--- src/rtl/c64_kbd_pkg.sv ---
// Shared types and constants for the C64 keyboard matrix front end.
// Latency: n/a (declarations only).
// Backpressure: n/a.
//
// Contents: parser state enum, PS/2 set-2 prefix bytes, matrix position type
// and a small constructor for ROM entries.
package c64_kbd_pkg;

  typedef enum logic [2:0] {
    IDLE,
    BRK,
    EXT,
    EXTBRK,
    SKIP
  } kbd_state_t;

  localparam logic [7:0] PS2_BRK    = 8'hF0;
  localparam logic [7:0] PS2_EXT    = 8'hE0;
  localparam logic [7:0] PS2_PAUSE  = 8'hE1;
  localparam logic [7:0] PS2_BAT_OK = 8'hAA;
  localparam logic [7:0] PS2_ERR_LO = 8'h00;
  localparam logic [7:0] PS2_ERR_HI = 8'hFF;

  // Pause/Break sends E1 followed by seven more bytes carrying no key state.
  localparam logic [2:0] PAUSE_SKIP = 3'd7;

  // a = CIA1 port A line, b = CIA1 port B line.
  typedef struct packed {
    logic       valid;
    logic [2:0] a;
    logic [2:0] b;
  } key_pos_t;

  function automatic key_pos_t kp(input int a, input int b);
    key_pos_t p;
    p.valid = 1'b1;
    p.a     = 3'(a);
    p.b     = 3'(b);
    return p;
  endfunction

endpackage

--- src/rtl/c64_keymap.sv ---
// PS/2 set-2 scan code to C64 matrix position ROM.
// Latency: combinational.
// Backpressure: none.
//
// Ports: ext  - code was E0-prefixed
//        code - PS/2 scan code byte
//        pos  - matrix position, valid=0 for unmapped codes
module c64_keymap
  import c64_kbd_pkg::*;
(
  input  logic       ext,
  input  logic [7:0] code,
  output key_pos_t   pos
);

  always_comb begin
    pos = '0;
    case ({ext, code})
      // PA0: DEL RETURN CRSR-R F7 F1 F3 F5 CRSR-D
      9'h066: pos = kp(0, 0);
      9'h05A: pos = kp(0, 1);
      9'h174: pos = kp(0, 2);
      9'h083: pos = kp(0, 3);
      9'h005: pos = kp(0, 4);
      9'h004: pos = kp(0, 5);
      9'h003: pos = kp(0, 6);
      9'h172: pos = kp(0, 7);
      // PA1: 3 W A 4 Z S E LSHIFT
      9'h026: pos = kp(1, 0);
      9'h01D: pos = kp(1, 1);
      9'h01C: pos = kp(1, 2);
      9'h025: pos = kp(1, 3);
      9'h01A: pos = kp(1, 4);
      9'h01B: pos = kp(1, 5);
      9'h024: pos = kp(1, 6);
      9'h012: pos = kp(1, 7);
      // PA2: 5 R D 6 C F T X
      9'h02E: pos = kp(2, 0);
      9'h02D: pos = kp(2, 1);
      9'h023: pos = kp(2, 2);
      9'h036: pos = kp(2, 3);
      9'h021: pos = kp(2, 4);
      9'h02B: pos = kp(2, 5);
      9'h02C: pos = kp(2, 6);
      9'h022: pos = kp(2, 7);
      // PA3: 7 Y G 8 B H U V
      9'h03D: pos = kp(3, 0);
      9'h035: pos = kp(3, 1);
      9'h034: pos = kp(3, 2);
      9'h03E: pos = kp(3, 3);
      9'h032: pos = kp(3, 4);
      9'h033: pos = kp(3, 5);
      9'h03C: pos = kp(3, 6);
      9'h02A: pos = kp(3, 7);
      // PA4: 9 I J 0 M K O N
      9'h046: pos = kp(4, 0);
      9'h043: pos = kp(4, 1);
      9'h03B: pos = kp(4, 2);
      9'h045: pos = kp(4, 3);
      9'h03A: pos = kp(4, 4);
      9'h042: pos = kp(4, 5);
      9'h044: pos = kp(4, 6);
      9'h031: pos = kp(4, 7);
      // PA5: + P L - . : @ ,   (+ on keypad, : on apostrophe, @ on [)
      9'h079: pos = kp(5, 0);
      9'h04D: pos = kp(5, 1);
      9'h04B: pos = kp(5, 2);
      9'h04E: pos = kp(5, 3);
      9'h049: pos = kp(5, 4);
      9'h052: pos = kp(5, 5);
      9'h054: pos = kp(5, 6);
      9'h041: pos = kp(5, 7);
      // PA6: pound * ; HOME RSHIFT = up-arrow /   (pound on \, * on ], up on F9)
      9'h05D: pos = kp(6, 0);
      9'h05B: pos = kp(6, 1);
      9'h04C: pos = kp(6, 2);
      9'h16C: pos = kp(6, 3);
      9'h059: pos = kp(6, 4);
      9'h055: pos = kp(6, 5);
      9'h001: pos = kp(6, 6);
      9'h04A: pos = kp(6, 7);
      // PA7: 1 left-arrow CTRL 2 SPACE C= Q RUN/STOP   (left-arrow on `)
      9'h016: pos = kp(7, 0);
      9'h00E: pos = kp(7, 1);
      9'h00D: pos = kp(7, 2);
      9'h01E: pos = kp(7, 3);
      9'h029: pos = kp(7, 4);
      9'h011: pos = kp(7, 5);
      9'h015: pos = kp(7, 6);
      9'h076: pos = kp(7, 7);
      default: pos = '0;
    endcase
  end

endmodule

--- src/rtl/c64_keymatrix.sv ---
// PS/2 set-2 byte stream to C64 keyboard matrix, RESTORE line and CIA1 port resolution.
// Latency: key state updates on the strobe edge; pa_in/pb_in/key_any one clk later.
// Backpressure: none; every ps2_valid byte is consumed (dropped only under kbd_clear).
//
// Ports: ps2_valid/ps2_data - byte strobe from PS/2 receiver
//        kbd_clear          - release all keys and RESTORE, abandon any prefix
//        pa_out/pb_out      - CIA1 port drives (0 = line pulled low)
//        joy1_n/joy2_n      - joysticks onto PB[4:0]/PA[4:0], active low
//        pa_in/pb_in        - resolved port levels back to CIA1
//        restore_n          - RESTORE key, active low
//        key_any            - any matrix key held
module c64_keymatrix
  import c64_kbd_pkg::*;
#(
  parameter int         PREFIX_TIMEOUT = 1000000,
  parameter logic [7:0] RESTORE_CODE   = 8'h7D
) (
  input  logic       clk,
  input  logic       reset,
  input  logic       ps2_valid,
  input  logic [7:0] ps2_data,
  input  logic       kbd_clear,
  input  logic [7:0] pa_out,
  input  logic [7:0] pb_out,
  input  logic [4:0] joy1_n,
  input  logic [4:0] joy2_n,
  output logic [7:0] pa_in,
  output logic [7:0] pb_in,
  output logic       restore_n,
  output logic       key_any
);

  localparam int TW = (PREFIX_TIMEOUT > 1) ? $clog2(PREFIX_TIMEOUT) : 1;
  localparam logic [TW-1:0] TO_LAST = TW'(PREFIX_TIMEOUT - 1);

  kbd_state_t    state;
  logic [2:0]    skip_cnt;
  logic [TW-1:0] to_cnt;
  logic [63:0]   key;

  logic          ext_sel;
  logic          is_restore;
  key_pos_t      pos;

  // The ROM is addressed by the incoming byte directly; the extended flag
  // comes from the prefix already seen.
  assign ext_sel    = (state == EXT) || (state == EXTBRK);
  assign is_restore = ext_sel && (ps2_data == RESTORE_CODE);

  c64_keymap u_keymap (
    .ext  (ext_sel),
    .code (ps2_data),
    .pos  (pos)
  );

  always_ff @(posedge clk or posedge reset) begin
    if (reset) begin
      state     <= IDLE;
      skip_cnt  <= '0;
      to_cnt    <= '0;
      key       <= '0;
      restore_n <= 1'b1;
    end else if (kbd_clear) begin
      state     <= IDLE;
      skip_cnt  <= '0;
      to_cnt    <= '0;
      key       <= '0;
      restore_n <= 1'b1;
    end else if (ps2_valid) begin
      to_cnt <= '0;
      case (state)
        IDLE: begin
          if (ps2_data == PS2_BRK) begin
            state <= BRK;
          end else if (ps2_data == PS2_EXT) begin
            state <= EXT;
          end else if (ps2_data == PS2_PAUSE) begin
            state    <= SKIP;
            skip_cnt <= PAUSE_SKIP;
          end else if (ps2_data == PS2_BAT_OK || ps2_data == PS2_ERR_LO ||
                       ps2_data == PS2_ERR_HI) begin
            // Keyboard self-test or error: nothing it reported is trustworthy.
            key <= '0;
          end else if (pos.valid) begin
            key[{pos.a, pos.b}] <= 1'b1;
          end
        end
        BRK: begin
          if (pos.valid) key[{pos.a, pos.b}] <= 1'b0;
          state <= IDLE;
        end
        EXT: begin
          if (ps2_data == PS2_BRK) begin
            state <= EXTBRK;
          end else if (ps2_data != PS2_EXT) begin
            // A repeated E0 keeps the prefix pending.
            if (is_restore)     restore_n <= 1'b0;
            else if (pos.valid) key[{pos.a, pos.b}] <= 1'b1;
            state <= IDLE;
          end
        end
        EXTBRK: begin
          if (is_restore)     restore_n <= 1'b1;
          else if (pos.valid) key[{pos.a, pos.b}] <= 1'b0;
          state <= IDLE;
        end
        SKIP: begin
          skip_cnt <= skip_cnt - 3'd1;
          if (skip_cnt <= 3'd1) state <= IDLE;
        end
        default: state <= IDLE;
      endcase
    end else if (state != IDLE) begin
      // A prefix with no follow-up byte (e.g. a glitched stream) must not
      // reinterpret the next keystroke much later.
      if (to_cnt == TO_LAST) begin
        state  <= IDLE;
        to_cnt <= '0;
      end else begin
        to_cnt <= to_cnt + 1'b1;
      end
    end
  end

  // Port resolution: a held key shorts its PA and PB lines, so a line driven
  // low on one side pulls the other side low. Single hop only.
  logic [7:0] pa_nxt;
  logic [7:0] pb_nxt;

  always_comb begin
    pa_nxt = pa_out & {3'b111, joy2_n};
    pb_nxt = pb_out & {3'b111, joy1_n};
    for (int a = 0; a < 8; a++) begin
      for (int b = 0; b < 8; b++) begin
        if (key[a*8+b]) begin
          if (!pa_out[a]) pb_nxt[b] = 1'b0;
          if (!pb_out[b]) pa_nxt[a] = 1'b0;
        end
      end
    end
  end

  always_ff @(posedge clk or posedge reset) begin
    if (reset) begin
      pa_in   <= 8'hFF;
      pb_in   <= 8'hFF;
      key_any <= 1'b0;
    end else begin
      pa_in   <= pa_nxt;
      pb_in   <= pb_nxt;
      key_any <= |key;
    end
  end

endmodule

--- config.mk ---
export PLATFORM = sky130hd
export DESIGN_NAME = c64_keymatrix
export DESIGN_NICKNAME = d
export VERILOG_FILES = /design/src/rtl/c64_kbd_pkg.sv /design/src/rtl/c64_keymap.sv /design/src/rtl/c64_keymatrix.sv
export SDC_FILE = /design/constraint.sdc
export NUM_CORES = 1
export LEC_CHECK = 0
export BUFFER_PORTS_ARGS = -buffer_cell sky130_fd_sc_hd__buf_2
export CORE_ASPECT_RATIO = 1.1
export CORE_MARGIN = 1
export CORE_UTILIZATION = 35
export DETAILED_ROUTE_END_ITERATION = 7
export GPL_ROUTABILITY_DRIVEN = 0
export GPL_TIMING_DRIVEN = 0
export HOLD_SLACK_MARGIN = 0.02
export PLACE_DENSITY = 0.49
export SYNTH_ARGS = -nofsm -noshare
export SYNTH_HDL_FRONTEND = slang
export SYNTH_HIERARCHICAL = 1
export SYNTH_SLANG_ARGS = --single-unit
--- constraint.sdc ---
create_clock -name clk -period 9.9 [get_ports clk]
set_input_delay 0.99 -clock clk [delete_from_list [all_inputs] [get_ports clk]]
set_output_delay 0.99 -clock clk [all_outputs]
set_load 0.02 [all_outputs]
Word-level counts from Yosys, hierarchy flattened

Index checks and enable logic that the tools add are counted.

Input port bits: 38
Logic and storage cells: 426
Register bits after elaboration: 108

Add/subtract/negate cells: 2
Multiplexer cells: 300
Bitwise operators: 5
Magnitude comparators: 3
Reduce and logical (&&, ||, !) cells: 19
Equal/unequal tests: 89

Operator list:

| kind                                           | count |
|---|---|
| two-way mux 64 bit                             | 12 |
| case mux 7 bit (64 select lines)               | 1 |
| two-way mux 1 bit                              | 263 |
| case mux 64 bit (4 select lines)               | 1 |
| == test 9 x 6 -> 1 bit (second input constant) | 23 |
| == test 9 x 7 -> 1 bit (second input constant) | 22 |
| == test 9 x 5 -> 1 bit (second input constant) | 9 |
| two-way mux 20 bit                             | 4 |
| AND 64 bit                                     | 1 |
| inverter 64 bit                                | 1 |
| OR 64 bit                                      | 1 |
| OR reduction 64 bit                            | 1 |
| two-way mux 3 bit                              | 15 |
| == test 8 bit (second input constant)          | 5 |
| == test 9 bit (second input constant)          | 3 |
| inequality test 3 bit (second input constant)  | 9 |
| adder 20 x 1 -> 20 bit (second input constant) | 1 |
| == test 20 bit (second input constant)         | 1 |
| == test 9 x 3 -> 1 bit (second input constant) | 2 |
| == test 9 x 4 -> 1 bit (second input constant) | 2 |
| AND 8 bit                                      | 2 |
| nonzero test 3 bit                             | 5 |
| AND reduction 5 bit                            | 2 |
| == test 9 x 1 -> 1 bit (second input constant) | 1 |
| 27 further kinds                               | 31 |

Longest topological paths before layout

Depth after elaboration: 17
Depth in mapped cells: 17
Gate-level depth less buffers: 13

Cells and area by module

Netlist, hierarchy kept.

By module, submodules not included:

| module        | area an instance (um2) | sequential area each (um2) | cells each | times used |
|---|---|---|---|---|
| c64_keymatrix | 6277.3                 | 2723.9                     | 685        | 1 |
| c64_keymap    | 1358.8                 | 0.0                        | 210        | 1 |

Worst setup path before layout

Ideal clock, no wire load.

Path type: input -> register
Start: input port ps2_data[1]
End: register key[17]
Data required time: 9.817 ns
Cell stages on the path: 12
Library setup time: 0.083 ns
Path buffers: 4
Slack: 6.183 ns
Arrival: 3.634 ns
Cell sequence: buf_4 nor2b_1 clkbuf_1 a21oi_1 o22ai_1 or3_1 or3_1 clkbuf_1 or3b_2 buf_1 or3_1 o2bb2ai_1

RTL lines:

| what                 | line                | text |
|---|---|---|
| from (decl)          | c64_keymatrix.sv:21 | `input logic [7:0] ps2_data,` |
| to (signal assigned) | c64_keymatrix.sv:61 | `key <= '0;` |
| to (signal assigned) | c64_keymatrix.sv:67 | `key <= '0;` |
| to (signal assigned) | c64_keymatrix.sv:83 | `key <= '0;` |
| to (decl)            | c64_keymatrix.sv:39 | `logic [63:0] key;` |

==> results.yml <==
outcome:
  outcome: "complete, no violations"
logic_synthesis:
  synth_warn: 6
  synthAdderAreaFrac_pct: 0.492
  synth-compound-area-share_pct: 27.1
  synth_top_cell_area_share_pct: 29.8
  post_synth_instance_area_um2: 7640
  synth-async-reset-ratio_pct: 100
  yosys-mux-area-fraction_pct: 0.147
  dominantRegCellSynth: "sky130_fd_sc_hd__dfrtp_1"
  synth_simple_gate_area_share_pct: 27.1
  number_of_nets_in_the_synthesized_netlist: 936
  yosysSeqAreaShare_pct: 35.7
  synth-edff-count: 0
  synthCells: 895
  synthDominantAreaCellType: "sky130_fd_sc_hd__dfrtp_1"
  synth_top_cells_by_area: "sky130_fd_sc_hd__dfrtp_1 (30%), sky130_fd_sc_hd__dfstp_2 (5.8%), sky130_fd_sc_hd__nor2_1 (5.8%)"
  ys_types: 84
  synth_area_per_cell_um2: 8.53
  synth-xor-area-share_pct: 2.52
  synth-seq-cells: 108
  synth_top_family_by_area: "compound AO/OA/AOI/OAI gates"
route:
  antenna_left: 0
  detailedRoute.firstIterationViolations: 907
  routed_wire_length_per_instance_um: 21.6
  via_per_inst: 6.17
  drt_pass1_iterations: 6
  routed-via-count: 7737
  post-route-drc-count: 0
  drt_wl_total_mm: 27.1
finish:
  ff_latch_area_um2: 2720
  final_cell_mix: "sky130_fd_sc_hd__nor2_1 (117), sky130_fd_sc_hd__dfrtp_1 (91), sky130_fd_sc_hd__o21ai_0 (69)"
  final_cell_count_no_fill: 1253
  final_net_count: 999
  layout_overhead_on_the_synthesized_area_pct: 12.5
  leading_cell_type_in_the_layout_fill_and_taps_excluded: "sky130_fd_sc_hd__nor2_1"
  utilization_pct: 40.2
  fillerInstances: 2212
  inserted_diodes: 0
  multi_input_comb_area_um2: 4370
  drive_gt1_share_pct: 15.6
timing:
  setup_tns_ns: 0
  grt_setup_unrepaired: "no"
  timing.final.crit_share_pct: 46.0
  finClkSkew_ns: 0.0108
  finalSetupViolations: 0
  timing_max_transition_violations_final: 0
  timing.slew.headroom_pct: 9.70
  max_slew.worst_pin.slew_ns: 1.35
  max_freq_mhz: 220
  hold_violation_count_in_the_final_report: 0
  finalCriticalPeriod_ns: 4.56
worst_setup_path:
  required_ns: 10.20
  path_cells: "buf_2 > buf_2 > nor3b_2 > nand2_1 > or4_1 > o311ai_1 > a22oi_1 > nand4_1 > clkbuf_1 > nor2_1 > nand4_1 > nor4bb_1 > buf_1 > a22o_1"
  setup.worst_path.start_class: "input port"
  worst_r2r_startpoint: "state[2]"
  worst_r2r_endpoint: "key[59]"
  r2r_setup_slack_ns: 5.41
  max_stage_delay_ns: 0.57
  setup.worst_path.end_class: "flop"
  worst-path-max-fanout: 10
  path_buf_inv: 4
  critPathSlowestCell: "sky130_fd_sc_hd__nor3b_2"
  ff2ff_path_depth: 15
  path_class: "input port to flop"
  path_delay_family: "simple AND/OR/NAND/NOR gates"
  worst_ep_arrival_time_ns: 4.85
job:
  max_cap_violations: 0
global_route:
  vias_in_the_first_global_route: 7397
  first_pass_grt_wire_length_mm: 43.3
  grt_start_max_net_pins: 59
  globalRoute.totalOverflow: 0
  initial_antenna_violation_count: 0
  grt_use_total_pct: 25.3
clocking:
  cts_setup_buffers: 0
  clkSinkCount: 108
  cts_root_buf: "sky130_fd_sc_hd__clkbuf_16"
  clk_path_buf_depth: 2
  post_cts_resize_count: 0
  insertion_delay_ns: 0.36
  cts_made_buffers: 9
  holdBufCountCts: 0
  cts_tree: "done"
  h-tree-depth: 3
  clkSlewWorstSetupHoldPaths_ns: 0.08
power_and_ir_drop:
  p_clk_share_pct: 38.4
  pwr-share-comb_pct: 16.2
  total_switching_power_uw: 300
  p_total_uw: 995
  worst_ir_drop_on_vdd_mv: 0.0778
  switching_share_pct: 30.1
  total_leakage_power_uw: 0.00327
  power-per-cell-area_nw_per_um2: 116
  p_int_uw: 695
  power.sequential.fraction_pct: 45.4
place:
  place.detailed.instances: 1237
  place_hpwl_mm: 19.7
  portBuffers: 51
floorplan:
  initial_core_util_pct: 35.7
  floorplan.die.width_um: 143
  design.portCount: 56
  fp-row-count: 56
  die-height_um: 157
  dieArea_um2: 22400
  core_um2: 21400
worst_hold_path:
  min_path_type: "flop to flop"
  min_delay_worst_endpoint: "skip_cnt[2]"
  min-delay-start: "skip_cnt[2]"
  min_path_cells: 1
## power groups by stage
stage | clock [uW] | sequential, uW | combinational (uW)
global placement | 0 | 460 | 159
global route | 405 | 453 | 177
floorplan | 0 | 466 | 97.3
CTS | 390 | 452 | 159
detailed placement | 0 | 460 | 158
finish | 382 | 452 | 161
## cell type report
type                       instances  share of cell area [%]
tap                              290                    4.22
multi-input combinational        673                    50.9
clock inverter                     4                   0.466
inverter                          56                    2.48
clock buffer                      12                    3.12
timing repair buffer              52                    3.29
buffer                            58                    3.82
sequential                       108                    31.7
## through the flow
| step | area (um^2) | hold WS [ns] | worst slack, ns |
|---|---|---|---|
| 5_1_grt | 8590 | 0.536 | 4.98 |
| 4_1_cts | 8590 | 0.497 | 5.46 |
| 3_5_place_dp | 8280 | 0.484 | 5.10 |
| 3_3_place_gp | 8250 | 0.481 | 4.64 |
| 2_1_floorplan | 7640 | 0.431 | 6.09 |
| 6_report | 8590 | 0.496 | 5.34 |
## cell families (layout without fill, tap and decap cells)
kind of cell	after synthesis	in the layout
mux	1	1
simple gates	369	369
buf+inv	114	182
compound gates	278	278
xor+xnor	22	22
fa+ha+maj	3	3
flops	108	108
## state kept, by name, summed over array words and instances (netlist names)
name	count
key	64
to_cnt	20
pa_in	8
pb_in	8
skip_cnt	3
state	3
key_any	1
restore_n	1
## worst register-to-register path: stages, from the launching register on
cell	delay [ns]
sky130_fd_sc_hd__dfrtp_1	0.43
sky130_fd_sc_hd__buf_2	0.25
sky130_fd_sc_hd__nand2b_1	0.17
sky130_fd_sc_hd__inv_1	0.08
sky130_fd_sc_hd__buf_4	0.18
sky130_fd_sc_hd__nor2_1	0.36
sky130_fd_sc_hd__nand4b_1	0.34
sky130_fd_sc_hd__a211oi_1	0.53
sky130_fd_sc_hd__or3_1	0.19
sky130_fd_sc_hd__or3_1	0.18
sky130_fd_sc_hd__nor2b_1	0.07
sky130_fd_sc_hd__a211o_1	0.26
sky130_fd_sc_hd__a22oi_2	0.60
sky130_fd_sc_hd__clkbuf_1	0.38
sky130_fd_sc_hd__o21ai_0	0.17
sky130_fd_sc_hd__a22o_1	0.20
## per-layer routing
layer	up-vias	part of all wire [%]	track usage, %
met5	-	0	0
li1	3533	-	-
met1	3728	43	34.1
met2	392	46	40.4
met4	0	4.2	11.3
met3	84	7.0	3.22
## synth_stat cells (10+ instances only)
master / n
sky130_fd_sc_hd__nand4_1: 29
sky130_fd_sc_hd__dfstp_2: 17
sky130_fd_sc_hd__xnor2_1: 13
sky130_fd_sc_hd__nor2b_1: 22
sky130_fd_sc_hd__buf_2: 16
sky130_fd_sc_hd__a21oi_1: 11
sky130_fd_sc_hd__nand3_1: 24
sky130_fd_sc_hd__a221oi_1: 12
sky130_fd_sc_hd__nand2b_1: 10
sky130_fd_sc_hd__nor3_1: 22
sky130_fd_sc_hd__o22ai_1: 16
sky130_fd_sc_hd__a22o_1: 47
sky130_fd_sc_hd__inv_1: 52
sky130_fd_sc_hd__nor2_1: 117
sky130_fd_sc_hd__clkbuf_1: 17
sky130_fd_sc_hd__o2bb2ai_1: 34
sky130_fd_sc_hd__nand2_1: 32
sky130_fd_sc_hd__nor4_1: 24
sky130_fd_sc_hd__dfrtp_1: 91
sky130_fd_sc_hd__or3_1: 13
sky130_fd_sc_hd__a211oi_1: 10
sky130_fd_sc_hd__o21ai_0: 69
## how the worst max path moves through the flow
stage	from	endpoint	slack [ns]	cells past startpoint
after floorplan	reset	key[0]	6.09	1
after global placement	reset	key[22]	4.64	2
after detailed placement	ps2_data[7]	key[61]	5.10	14
after CTS	ps2_data[7]	key[5]	5.46	14
after global routing	state[2]	key[6]	4.98	15
final	ps2_data[7]	key[5]	5.34	14
(Power assumes the default switching activity.)
